### config.mk
export PLATFORM = sky130hd
export DESIGN_NAME = mtm_alu_deserializer
export DESIGN_NICKNAME = d
export VERILOG_FILES = /design/src/rtl/mtm_alu_pkg.sv /design/src/rtl/mtm_alu_pkt_rx.sv /design/src/rtl/mtm_alu_deserializer.sv
export SDC_FILE = /design/constraint.sdc
export NUM_CORES = 1
export LEC_CHECK = 0
export BUFFER_PORTS_ARGS = -buffer_cell sky130_fd_sc_hd__clkbuf_2
export CAP_MARGIN = 30
export CORE_MARGIN = 8
export CORE_UTILIZATION = 45
export CTS_BUF_LIST = sky130_fd_sc_hd__clkbuf_8
export DETAILED_ROUTE_END_ITERATION = 7
export GPL_TIMING_DRIVEN = 0
export SKIP_LAST_GASP = 1
export SYNTH_ARGS = -nofsm -noshare
export SYNTH_HDL_FRONTEND = slang
export SYNTH_SLANG_ARGS = --single-unit
### constraint.sdc
create_clock -name clk -period 3.9 [get_ports clk]
set_input_delay 0.39 -clock clk [delete_from_list [all_inputs] [get_ports clk]]
set_output_delay 0.39 -clock clk [all_outputs]
set_load 0.005 [all_outputs]
### src/rtl/mtm_alu_pkg.sv
// Shared constants and CRC4 helpers for the mtm_Alu deserializer.
// CRC4 uses polynomial x^4+x+1, MSB first, initial value 0.
package mtm_alu_pkg;

   localparam logic [2:0] OP_AND = 3'b000;
   localparam logic [2:0] OP_OR  = 3'b001;
   localparam logic [2:0] OP_ADD = 3'b100;
   localparam logic [2:0] OP_SUB = 3'b101;

   localparam logic PKT_DATA = 1'b0;
   localparam logic PKT_CTL  = 1'b1;

   localparam int unsigned ERR_DATA = 2;
   localparam int unsigned ERR_CRC  = 1;
   localparam int unsigned ERR_OP   = 0;

   typedef enum logic [1:0] {PIdle, PBits, PStop} pkt_state_e;
   typedef enum logic       {FIdle, FRecv}        frame_state_e;

   function automatic logic [3:0] crc4_next(input logic [3:0] crc, input logic b);
      logic fb;
      fb = crc[3] ^ b;
      return {crc[2:0], 1'b0} ^ {2'b00, fb, fb};
   endfunction

   function automatic logic [3:0] crc4_byte(input logic [3:0] crc, input logic [7:0] data);
      logic [3:0] c;
      c = crc;
      for (int i = 7; i >= 0; i--) begin
         c = crc4_next(c, data[i]);
      end
      return c;
   endfunction

   function automatic logic op_valid(input logic [2:0] op);
      return (op == OP_AND) || (op == OP_OR) || (op == OP_ADD) || (op == OP_SUB);
   endfunction

endpackage

### src/rtl/mtm_alu_pkt_rx.sv
// Bit-level receiver for 11-bit packets: start, type, d[7:0] MSB first, stop.
// o_idle is present only when MTM_DES_TIMEOUT_EN is defined.
module mtm_alu_pkt_rx
   import mtm_alu_pkg::*;
(
   input  logic       i_clk,
   input  logic       i_rst,
   input  logic       i_sin,
`ifdef MTM_DES_TIMEOUT_EN
   output logic       o_idle,
`endif
   output logic       o_pkt_valid,
   output logic       o_pkt_type,
   output logic [7:0] o_pkt_data,
   output logic       o_pkt_frame_err
);

   pkt_state_e r_state, w_state_next;
   logic [3:0] r_cnt;
   logic [8:0] r_shift;

   always_ff @(posedge i_clk) begin
      if (i_rst) r_state <= PIdle;
      else       r_state <= w_state_next;
   end

   always_comb begin
      w_state_next = r_state;
      unique case (r_state)
         PIdle:   if (!i_sin) w_state_next = PBits;
         PBits:   if (r_cnt == 4'd8) w_state_next = PStop;
         PStop:   w_state_next = PIdle;
         default: w_state_next = PIdle;
      endcase
   end

   // Type bit lands in r_shift[8], data byte in r_shift[7:0].
   always_ff @(posedge i_clk) begin
      if (i_rst) begin
         r_cnt   <= '0;
         r_shift <= '0;
      end else if (r_state == PBits) begin
         r_shift <= {r_shift[7:0], i_sin};
         r_cnt   <= r_cnt + 4'd1;
      end else begin
         r_cnt   <= '0;
      end
   end

   always_comb begin
      o_pkt_valid     = (r_state == PStop) && i_sin;
      o_pkt_frame_err = (r_state == PStop) && !i_sin;
      o_pkt_type      = r_shift[8];
      o_pkt_data      = r_shift[7:0];
   end

`ifdef MTM_DES_TIMEOUT_EN
   assign o_idle = (r_state == PIdle);
`endif

endmodule

### src/rtl/mtm_alu_deserializer.sv
// mtm_Alu input stage: assembles 8 DATA + 1 CTL packets into a checked command.
// Define MTM_DES_TIMEOUT_EN to abort frames that stall between packets.
module mtm_alu_deserializer
   import mtm_alu_pkg::*;
#(
   parameter int unsigned N_DATA_PKTS = 8
`ifdef MTM_DES_TIMEOUT_EN
   , parameter int unsigned TIMEOUT_CYCLES = 64
`endif
) (
   input  logic        clk,
   input  logic        rst,
   input  logic        sin,
   output logic        out_valid,
   input  logic        out_ready,
   output logic [31:0] out_a,
   output logic [31:0] out_b,
   output logic [2:0]  out_op,
   output logic [2:0]  out_err
);

   localparam int unsigned     CntW  = $clog2(N_DATA_PKTS + 1);
   localparam logic [CntW-1:0] NPkts = CntW'(N_DATA_PKTS);

   logic       w_pkt_valid, w_pkt_type, w_pkt_frame_err;
   logic [7:0] w_pkt_data;
`ifdef MTM_DES_TIMEOUT_EN
   logic       w_rx_idle;
`endif

   mtm_alu_pkt_rx u_pkt_rx (
      .i_clk           (clk),
      .i_rst           (rst),
      .i_sin           (sin),
`ifdef MTM_DES_TIMEOUT_EN
      .o_idle          (w_rx_idle),
`endif
      .o_pkt_valid     (w_pkt_valid),
      .o_pkt_type      (w_pkt_type),
      .o_pkt_data      (w_pkt_data),
      .o_pkt_frame_err (w_pkt_frame_err)
   );

   frame_state_e    r_fstate, w_fstate_next;
   logic [CntW-1:0] r_count;
   logic [63:0]     r_shift;
   logic [3:0]      r_crc;
   logic            r_data_err;

   logic       w_data_ev, w_ctl_ev, w_abort_ev, w_timeout;
   logic       w_done;
   logic [2:0] w_err;
   logic [3:0] w_crc_exp;

   assign w_data_ev  = w_pkt_valid && (w_pkt_type == PKT_DATA);
   assign w_ctl_ev   = w_pkt_valid && (w_pkt_type == PKT_CTL);
   assign w_abort_ev = w_pkt_frame_err || w_timeout;

   always_ff @(posedge clk) begin
      if (rst) r_fstate <= FIdle;
      else     r_fstate <= w_fstate_next;
   end

   always_comb begin
      w_fstate_next = r_fstate;
      unique case (r_fstate)
         FIdle:   if (w_data_ev) w_fstate_next = FRecv;
         FRecv:   if (w_ctl_ev || w_abort_ev) w_fstate_next = FIdle;
         default: w_fstate_next = FIdle;
      endcase
   end

   // Result of a completing frame; the CRC continues over {1'b1, OP}.
   always_comb begin
      w_crc_exp = crc4_next(r_crc, 1'b1);
      for (int i = 2; i >= 0; i--) begin
         w_crc_exp = crc4_next(w_crc_exp, w_pkt_data[4+i]);
      end
      w_done = w_ctl_ev || w_abort_ev;
      w_err  = '0;
      if (w_abort_ev) begin
         w_err[ERR_DATA] = 1'b1;
      end else if (w_ctl_ev) begin
         if ((r_count != NPkts) || r_data_err || w_pkt_data[7]) w_err[ERR_DATA] = 1'b1;
         else if (w_crc_exp != w_pkt_data[3:0])                 w_err[ERR_CRC]  = 1'b1;
         else if (!op_valid(w_pkt_data[6:4]))                    w_err[ERR_OP]   = 1'b1;
      end
   end

   always_ff @(posedge clk) begin
      if (rst) begin
         r_count    <= '0;
         r_shift    <= '0;
         r_crc      <= '0;
         r_data_err <= 1'b0;
      end else if (w_done) begin
         r_count    <= '0;
         r_crc      <= '0;
         r_data_err <= 1'b0;
      end else if (w_data_ev) begin
         if (r_count < NPkts) begin
            r_shift <= {r_shift[55:0], w_pkt_data};
            r_count <= r_count + 1'b1;
            r_crc   <= crc4_byte(r_crc, w_pkt_data);
         end else begin
            r_data_err <= 1'b1;
         end
      end
   end

`ifdef MTM_DES_TIMEOUT_EN
   localparam int unsigned      IdleW    = $clog2(TIMEOUT_CYCLES + 1);
   localparam logic [IdleW-1:0] IdleLast = IdleW'(TIMEOUT_CYCLES - 1);

   logic [IdleW-1:0] r_idle;
   logic             w_idle_tick;

   // A start bit (sin=0 while the receiver is idle) breaks the idle run.
   assign w_idle_tick = (r_fstate == FRecv) && w_rx_idle && sin;
   assign w_timeout   = w_idle_tick && (r_idle == IdleLast);

   always_ff @(posedge clk) begin
      if (rst || !w_idle_tick || w_timeout) r_idle <= '0;
      else                                  r_idle <= r_idle + 1'b1;
   end
`else
   assign w_timeout = 1'b0;
`endif

   logic        r_valid;
   logic [31:0] r_a, r_b;
   logic [2:0]  r_op, r_err;

   // A result completing while one is still held and not being accepted is dropped.
   always_ff @(posedge clk) begin
      if (rst) begin
         r_valid <= 1'b0;
         r_a     <= '0;
         r_b     <= '0;
         r_op    <= '0;
         r_err   <= '0;
      end else begin
         if (r_valid && out_ready) r_valid <= 1'b0;
         if (w_done && (!r_valid || out_ready)) begin
            r_valid <= 1'b1;
            r_err   <= w_err;
            if (w_err == 3'b000) begin
               r_a  <= r_shift[31:0];
               r_b  <= r_shift[63:32];
               r_op <= w_pkt_data[6:4];
            end else begin
               r_a  <= '0;
               r_b  <= '0;
               r_op <= '0;
            end
         end
      end
   end

   assign out_valid = r_valid;
   assign out_a     = r_a;
   assign out_b     = r_b;
   assign out_op    = r_op;
   assign out_err   = r_err;

endmodule

==> flow_summary_export.csv, run 1 <==
group,metric,value,unit
clocking,cts_buffer_depth,2,
logic_synthesis,synthDominantCellAreaShare,0.513,
floorplanning,fp.dieW,133,um
drt,drcViolationCount,0,
finish,nets,823,
worst_hold_path,hold-path-endpoint,"u_pkt_rx.r_shift[0]$_SDFFE_PP0N_",
clocking,ctsResizeCount,0,
setup_path,required,4.26,ns
clocking,insertion_delay,0.46,ns
timing,tightest_slew,0.821,ns
finish,fin_util,0.531,
placement,hpwl,11.3,mm
pwr,power.total,3.06,mW
timing,setup_tns,0,ns
floorplanning,start_util,0.454,
logic_synthesis,ys.flop_type,"dfxtp_1",
worst_hold_path,hold_class,"input pin to flip-flop",
setup_path,worst-path-buf-inv,3,
setup_path,cp-end-kind,"flip-flop",
global_routing,grt_pass1_wl,25.6,mm
global_routing,grt_overflow_total,0,
setup_path,cp-start-kind,"flip-flop",
drt,drtIter0Drc,351,
clocking,cts_tree,"done",
global_routing,grt_max_degree,17,
job,maxCapViolations,0,
placement,portBuffers,73,
drt,ant_nets,0,
timing,setup_viol,0,
global_routing,antenna_found_initial,0,
global_routing,grt_pass1_vias,5019,
finish,seq_area,3180,um^2
timing,finalMaxSlewViolations,0,
clocking,clkSinkCount,159,
setup_path,path_cells,"inv_1, ha_1, nand4bb_1, nor4_1, nand2_1, clkbuf_1, buf_1, o41ai_1",
logic_synthesis,synthTopCellsByArea,"dfxtp_1, nand2_1, o41ai_1",
clocking,cts_hold_buf,0,
outcome,outcome,"complete, no violations",
logic_synthesis,synth_seq_cells,159,
timing,finClkSkew,0.00903,ns
drt,wl,15.7,mm
setup_path,arrival,2.95,ns
timing,layout_min_cycle_time,2.59,ns
clocking,cts_inserted_buffers,17,
setup_path,crit_family,"simple AND/OR/NAND/NOR gates",
finish,multi_input_area,2520,um^2
floorplanning,rows,43,
setup_path,worstSetupPathType,"flip-flop to flip-flop",
timing,slew_headroom,0.450,
finish,fillers,1305,
drt,num_vias,5177,
logic_synthesis,netlist_instances,722,
drt,drt-pass1-iter-count,5,
worst_hold_path,hold_depth,3,
logic_synthesis,synth_area_leader_cell,"dfxtp_1",
worst_hold_path,min_from,"sin",
logic_synthesis,syn_area,6200,um^2
setup_path,slowest_delay,0.49,ns
global_routing,track_usage,0.178,
logic_synthesis,synthesis.nets,730,
setup_path,slowest_stage,"nor4_1",
logic_synthesis,ys_async_sr_fraction,0,
floorplanning,die-height,133,um
clocking,clkTransAtPathRegs,0.08,ns
logic_synthesis,synth-edff-count,0,
logic_synthesis,ys_seq_area_frac,0.513,
placement,place_congestion,0.817,
logic_synthesis,avgSynthCellArea,8.59,um^2
setup_path,reg2reg_from,"r_count[0]$_SDFFE_PP0P_",
setup_path,crit_path_max_fanout,10,
floorplanning,pin_count,75,
setup_path,r2r-end,"out_b[15]$_SDFFE_PP0P_",
floorplanning,die_area,17800,um^2
clocking,htree_levels,4,
clocking,post-cts-setup-buffers,0,
pwr,leakagePower,2.60,nW
timing,fin_crit_sh,0.663,
clocking,cts_root_buffer,"clkbuf_8",
timing,max_freq,387,MHz
finish,syn2layout_area_growth,17.0,%
finish,drive_above_1_share,0.156,
pwr,power-per-cell-area,422,nW/um^2
pwr,power.ir.vdd_worst,0.000203,V
setup_path,regToRegSetupSlack,1.31,ns
floorplanning,coreArea,13700,um^2
timing,rsz0062_at_grt,"false",
finish,antenna_cells,0,
drt,vias_per_cell,5.14,
timing,finalHoldViolCount,0,
logic_synthesis,ys_types,37,
logic_synthesis,yosysWarnings,0,
drt,wire_per_inst,15.5,um
setup_path,reg2reg_depth,8,
timing,holdWs,0.228,ns
routing by layer:
layer | wire, um | GRT usage
met1 | 7310 | 0.223
met2 | 7550 | 0.293
met3 | 647 | 0.0410
met4 | 152 | 0.0649
met5 | 0 | 0
registers in the layout, summed over array words and instances, names as in the netlist:
register,flops
r_shift,64
out_a,32
out_b,32
u_pkt_rx.r_shift,9
r_count,4
r_crc,4
u_pkt_rx.r_cnt,4
out_err,3
out_op,3
u_pkt_rx.r_state,2
out_valid,1
r_data_err,1
Yosys cell counts (5+ instances only):
master      n
nand2_1   219
nand3_1     6
clkbuf_1   43
o41ai_2    18
nor2_1     11
a21oi_1    81
buf_2       5
nand2b_1    7
xnor2_1     7
dfxtp_1   159
inv_1      72
o41ai_1    48
cells in the final DEF, fill, tap and decap left out, drive strengths merged, types with 2 or more instances in the layout:
cell type | netlist | final
clkinv | 0 | 3
xnor2 | 7 | 7
ha | 4 | 4
dfxtp | 159 | 159
a21oi | 81 | 81
bufinv | 0 | 5
xor3 | 2 | 2
o41ai | 66 | 66
buf | 12 | 13
xor2 | 4 | 4
mux2i | 2 | 2
nor2 | 11 | 11
clkinvlp | 0 | 2
nor2b | 2 | 2
nand3 | 6 | 6
o21ai | 3 | 3
clkbuf | 43 | 135
nand2 | 219 | 219
xnor3 | 4 | 4
nand3b | 2 | 2
nand2b | 7 | 7
inv | 72 | 75
nor3 | 3 | 3
worst max-delay path by stage:
stage | startpoint | end | slack, ns | cells past startpoint
2_1_floorplan | r_crc[1]$_SDFFE_PP0P_ | out_err[1]$_SDFFE_PP0P_ | 1.82 | 6
3_3_place_gp | sin | out_b[29]$_SDFFE_PP0P_ | 1.38 | 7
3_5_place_dp | r_count[0]$_SDFFE_PP0P_ | out_b[15]$_SDFFE_PP0P_ | 1.32 | 8
4_1_cts | r_count[0]$_SDFFE_PP0P_ | out_b[15]$_SDFFE_PP0P_ | 1.32 | 8
5_1_grt | r_count[0]$_SDFFE_PP0P_ | out_b[15]$_SDFFE_PP0P_ | 1.12 | 8
6_report | r_count[0]$_SDFFE_PP0P_ | out_b[15]$_SDFFE_PP0P_ | 1.31 | 8
metrics by stage:
step	setup WS [ns]	instance area (um^2)	std cells
floorplan	1.82	6200	722
global placement	1.38	6790	975
CTS	1.32	7260	1008
detailed placement	1.32	6800	976
global route	1.12	7260	1008
finish	1.31	7260	1008
report_power, final:
group          total [mW]  internal (mW)  leakage (nW)  switching [mW]
clock network        1.38          0.787         0.235           0.595
logic              0.0526         0.0127          1.09          0.0399
registers            1.63           1.62          1.28         0.00348
total                3.06           2.42          2.60           0.638
final cells by class:
| cell class | instances | share of cell area |
|---|---|---|
| Inverter | 72 | 0.0372 |
| Timing Repair Buffer | 74 | 0.0510 |
| Multi-Input combinational cell | 436 | 0.347 |
| Tap cell | 180 | 0.0310 |
| Clock buffer | 19 | 0.0360 |
| Sequential cell | 159 | 0.439 |
| Buffer | 55 | 0.0319 |
| Clock inverter | 13 | 0.0269 |
worst register-to-register path: stages (launching register included):
cell,delay [ns]
dfxtp_1,0.36
inv_1,0.07
ha_1,0.16
nand4bb_1,0.14
nor4_1,0.49
nand2_1,0.22
clkbuf_1,0.32
buf_1,0.39
o41ai_1,0.34
logic make-up after synthesis:
kind of cell             Yosys count  synth area share
AND/OR/NAND/NOR                  258             0.168
buffers and inverters            127            0.0809
flip-flops                       159             0.513
multiplexers                       2           0.00323
AO/OA/AOI/OAI                    155             0.189
XOR/XNOR                          17            0.0377
adder cells (fa/ha/maj)            4           0.00807
Power figures use the tool's default switching activity.
==> run 2, diff against run 1 <==
clock period = 2.4 ns   (was 3.9 ns; I/O delays follow)
==> run 2 against run 1 <==
  * Via count up 0.19%
  * Setup slack worse by 1.2 ns
  * Register-to-register slack worse by 1.2 ns
  * Flip-flop and latch count unchanged
  * Maximum frequency up 12%
  * Utilization up 0.72 points
  * Critical path type unchanged
  * Critical endpoint is now out_b[30]$_SDFFE_PP0P_
  * Largest cell class unchanged
==> flow_summary_export.csv, run 2 (synthesis gave the netlist of run 1 again) <==
group,metric,value,unit
drt,drt-pass1-iter-count,4,
setup_path,slowest_delay,0.42,ns
finish,nets,826,
job,maxCapViolations,0,
clocking,cts_buffer_depth,2,
pwr,leakagePower,2.68,nW
setup_path,cp-end-kind,"flip-flop",
clocking,cts_root_buffer,"clkbuf_8",
finish,finalNonFillerCells,1011,
global_routing,antenna_found_initial,0,
clocking,htree_levels,4,
finish,final_common_cell,"nand2_1",
timing,setup_viol,0,
drt,ant_nets,0,
setup_path,slowest_stage,"xor3_1",
finish,layout_common_cells,"nand2_1, dfxtp_1, a21oi_1",
global_routing,track_usage,0.179,
drt,num_vias,5187,
global_routing,grt_overflow_total,0,
setup_path,crit_top_cell,"buf_6",
timing,rsz0062_at_grt,"false",
floorplanning,fp.dieW,133,um
placement,dp_cells,976,
setup_path,crit_path_max_fanout,10,
drt,wire_per_inst,15.5,um
pwr,power.total,4.98,mW
global_routing,grt_pass1_vias,5050,
timing,tightest_slew,0.748,ns
floorplanning,coreArea,13700,um^2
finish,antenna_cells,0,
clocking,cts_tree,"done",
floorplanning,start_util,0.454,
clocking,clkSinkCount,159,
drt,vias_per_cell,5.13,
floorplanning,die-height,133,um
placement,portBuffers,73,
timing,max_freq,434,MHz
worst_hold_path,hold_class,"input pin to flip-flop",
floorplanning,rows,43,
finish,largest_reg_flops,64,
setup_path,required,2.75,ns
finish,drive_above_1_share,0.176,
setup_path,arrival,2.66,ns
timing,finalHoldViolCount,0,
clocking,insertion_delay,0.46,ns
drt,drtIter0Drc,414,
drt,drcViolationCount,0,
global_routing,grt_max_degree,17,
timing,slew_headroom,0.502,
outcome,outcome,"complete, no violations",
drt,wl,15.7,mm
floorplanning,die_area,17800,um^2
finish,syn2layout_area_growth,18.6,%
finish,fillers,1295,
setup_path,worstSetupPathType,"flip-flop to flip-flop",
setup_path,cp-start-kind,"flip-flop",
global_routing,grt_pass1_wl,25.7,mm
timing,layout_min_cycle_time,2.30,ns
pwr,power-per-cell-area,678,nW/um^2
timing,finalMaxSlewViolations,0,
timing,fin_crit_sh,0.959,
timing,holdWs,0.0778,ns
floorplanning,pin_count,75,
pwr,power.ir.vdd_worst,0.000296,V
placement,place_congestion,0.817,
placement,hpwl,11.3,mm
timing,finClkSkew,0.0115,ns
clocking,clkTransAtPathRegs,0.08,ns
setup_path,path_cells,"buf_6, xor3_1, or3_1, a211o_4, buf_6, buf_6, o41ai_2",
finish,regMostFlops,"r_shift",
clocking,cts_inserted_buffers,17,
==> run 2: cell types whose count changed in the layout (fill, tap and decap cells not counted), moves of 2 or more <==
| cell | change |
|---|---|
| clkbuf_1 | -6 |
| clkbuf_2 | +5 |
| buf_4 | +2 |
| buf_6 | +2 |
| dfxtp_1 | -2 |
| dfxtp_2 | +2 |
==> run 2: cell type report <==
cell class / count / area [um^2] / share of cell area
buffer: 55 / 250 / 0.0340
clock buffer: 19 / 262 / 0.0356
clock inverter: 13 / 195 / 0.0265
multi-input combinational: 436 / 2570 / 0.350
timing repair buffer: 77 / 393 / 0.0534
inverter: 72 / 270 / 0.0367
tap: 180 / 225 / 0.0306
sequential: 159 / 3190 / 0.433
==> run 2: path summary, 6_finish.rpt <==
check | startpoint | end | slack [ns] | depth (start not counted)
hold / removal | sin | u_pkt_rx.r_shift[0]$_SDFFE_PP0N_ | 0.08 | 3
setup / recovery | u_pkt_rx.r_shift[5]$_SDFFE_PP0N_ | out_b[30]$_SDFFE_PP0P_ | 0.1 | 7
hold reg to reg | out_a[27]$_SDFFE_PP0P_ | out_a[27]$_SDFFE_PP0P_ | 0.45 | 2
setup reg to reg | u_pkt_rx.r_shift[5]$_SDFFE_PP0N_ | out_b[30]$_SDFFE_PP0P_ | 0.1 | 7
==> run 2: per-layer routing <==
layer | vias to the layer above | global-route usage | routed length [um]
met2 | 104 | 0.295 | 7550
met4 | 0 | 0.0649 | 210
met3 | 17 | 0.0410 | 620
met1 | 2469 | 0.223 | 7300
li1 | 2597 | - | -
met5 | - | 0 | 0
==> run 2: repair_timing <==
action                                  4_1_cts  5_1_grt
buffers inserted                              0        3
pin swaps                                     0        2
endpoints found under the setup margin       43       73
hold buffers                                  0        0
gates resized for setup                      10       15
==> run 2: metrics by stage <==
| stage | setup TNS (ns) | cell area (um^2) | worst slack (ns) | utilization |
|---|---|---|---|---|
| floorplan | 0 | 6200 | 0.318 | - |
| CTS | 0 | 7290 | 0.0299 | 0.533 |
| global placement | -0.758 | 6790 | -0.0469 | 0.497 |
| detailed placement | -2.37 | 6800 | -0.180 | 0.498 |
| finish | 0 | 7350 | 0.0978 | 0.538 |
| global route | 0 | 7350 | 0.0121 | 0.538 |
==> run 2: critical path: cells and delay by family, from the launching register on <==
family	cells	cell delay, ns
AOI/OAI and AO/OA	2	0.67
xor gates and xnor gates	1	0.42
buffers and inverters	3	0.43
DFF	1	0.33
and+or+nand+nor	1	0.33
==> run 2: where the power goes <==
| group | total, mW | internal [mW] | switching (mW) |
|---|---|---|---|
| logic | 0.0883 | 0.0219 | 0.0664 |
| clock network | 2.25 | 1.28 | 0.970 |
| registers | 2.65 | 2.64 | 0.00619 |
==> run 3, diff against run 2 <==
--- a/config.mk
+++ b/config.mk
@@ -18 +18,2 @@
 export SYNTH_SLANG_ARGS = --single-unit
+export TNS_END_PERCENT = 20
==> constraint.sdc (replaced) <==
create_clock -name clk -period 2.4 [get_ports clk]
set_input_delay 0.12 -clock clk [delete_from_list [all_inputs] [get_ports clk]]
set_output_delay 0.12 -clock clk [all_outputs]
set_load 0.005 [all_outputs]
==> run 3 against run 2 <==
  * Critical path depth stayed put
  * Via count shrank 0.50%
  * Cell count about the same
  * Maximum frequency decreased by 1.4%
  * Cell area hardly changed
  * Clock power about the same
  * Non-clock buffer count rose by 1
  * Register-to-register slack got worse by 0.03 ns
  * Setup slack worse by 0.033 ns
  * Critical path type unchanged
  * Critical endpoint unchanged
  * Largest power group unchanged
==> flow_summary_export.csv, run 3 (synthesis gave the netlist of run 1 again) <==
group,metric,value,unit
finish,final_common_cell,"nand2_1",
drt,num_vias,5161,
placement,dp_cells,976,
timing,slew_headroom,0.485,
drt,drcViolationCount,0,
clocking,cts_root_buffer,"clkbuf_8",
finish,fin_util,0.539,
timing,finalHoldViolCount,0,
pwr,power.ir.vdd_worst,0.000298,V
finish,drive_above_1_share,0.175,
pwr,leakagePower,2.68,nW
floorplanning,coreArea,13700,um^2
setup_path,cp-end-kind,"flip-flop",
clocking,cts_buffer_depth,2,
drt,wl,15.6,mm
timing,layout_min_cycle_time,2.33,ns
outcome,outcome,"complete, no violations",
clocking,htree_levels,4,
global_routing,antenna_found_initial,0,
finish,syn2layout_area_growth,18.7,%
setup_path,required,2.76,ns
global_routing,grt_max_degree,17,
placement,place_congestion,0.817,
clocking,cts_tree,"done",
floorplanning,pin_count,75,
finish,seq_area,3190,um^2
global_routing,grt_overflow_total,0,
global_routing,grt_pass1_vias,5056,
finish,multi_input_area,2570,um^2
floorplanning,fp.dieW,133,um
placement,pre_cts_ws,-0.180,ns
clocking,cts_inserted_buffers,17,
clocking,insertion_delay,0.46,ns
drt,drtIter0Drc,353,
placement,portBuffers,73,
job,maxCapViolations,0,
timing,finalMaxSlewViolations,0,
drt,drt-pass1-iter-count,5,
finish,finalNonFillerCells,1012,
setup_path,crit_path_max_fanout,10,
timing,rsz0062_at_grt,"true",
finish,layout_common_cells,"nand2_1, dfxtp_1, a21oi_1",
timing,max_freq,428,MHz
finish,fin_area,7360,um^2
timing,worst_slack,0.0652,ns
setup_path,worstSetupPathType,"flip-flop to flip-flop",
timing,finClkSkew,0.0107,ns
floorplanning,start_util,0.454,
pwr,power-per-cell-area,677,nW/um^2
placement,dpl_cell_area,6800,um^2
timing,tightest_slew,0.772,ns
placement,hpwl,11.3,mm
floorplanning,die-height,133,um
finish,regMostFlops,"r_shift",
drt,wire_per_inst,15.5,um
finish,antenna_cells,0,
setup_path,cp-start-kind,"flip-flop",
pwr,power.total,4.98,mW
floorplanning,die_area,17800,um^2
drt,vias_per_cell,5.10,
global_routing,track_usage,0.179,
finish,largest_reg_flops,64,
setup_path,arrival,2.69,ns
clocking,clkSinkCount,159,
finish,fillers,1295,
timing,holdWs,0.0629,ns
timing,setup_viol,0,
global_routing,grt_pass1_wl,25.7,mm
worst_hold_path,hold_class,"input pin to flip-flop",
floorplanning,rows,43,
clocking,clkTransAtPathRegs,0.08,ns
timing,fin_crit_sh,0.973,
finish,nets,827,
timing,setup_tns,0,ns
drt,ant_nets,0,
-- run 3: changes by cell type in the layout (fill, tap and decap cells not counted), sizes merged --
cell,delta
dlygate4sd3,+1
-- run 3: cell type report --
| type | count | area share |
|---|---|---|
| repair buffers | 78 | 0.0547 |
| clock buffers | 19 | 0.0355 |
| flip-flops and latches | 159 | 0.433 |
| inverters | 72 | 0.0367 |
| multi-input cells | 436 | 0.350 |
| plain buffers | 55 | 0.0335 |
| well taps | 180 | 0.0306 |
| clock inverters | 13 | 0.0265 |
-- run 3: layer usage --
| metal | GRT usage | wire (um) |
|---|---|---|
| met3 | 0.0410 | 723 |
| met1 | 0.223 | 7160 |
| met2 | 0.295 | 7560 |
| met4 | 0.0649 | 196 |
| met5 | 0 | 0 |
-- run 3: final timing paths --
check             slack [ns]                endpoint  cells after the start                        startpoint
setup reg to reg        0.07  out_b[30]$_SDFFE_PP0P_                      7  u_pkt_rx.r_shift[5]$_SDFFE_PP0N_
hold / removal          0.06  out_valid$_SDFFE_PP0P_                      3                         out_ready
hold reg to reg         0.45   out_b[9]$_SDFFE_PP0P_                      2             out_b[9]$_SDFFE_PP0P_
setup / recovery        0.07  out_b[30]$_SDFFE_PP0P_                      7  u_pkt_rx.r_shift[5]$_SDFFE_PP0N_
-- run 3: worst max-delay path: stages, from the launching register on --
cell	delay, ns
dfxtp_1	0.33
buf_6	0.10
xor3_1	0.42
or3_1	0.33
a211o_4	0.39
buf_4	0.20
buf_6	0.16
o41ai_2	0.28
-- run 3: report_power, final --
group | internal [mW] | switching [mW] | total (mW)
clock network | 1.28 | 0.967 | 2.25
logic | 0.0229 | 0.0659 | 0.0888
registers | 2.64 | 0.00614 | 2.65
total | 3.94 | 1.04 | 4.98
-- run 3: repair_timing --
| action | in CTS | in global routing |
|---|---|---|
| setup buffers | 0 | 3 |
| gates resized for setup | 10 | 14 |
| endpoints found under the setup margin | 43 | 73 |
| hold buffers | 1 | 0 |
| hold endpoints to repair | 1 | 0 |
| pin swaps | 0 | 2 |
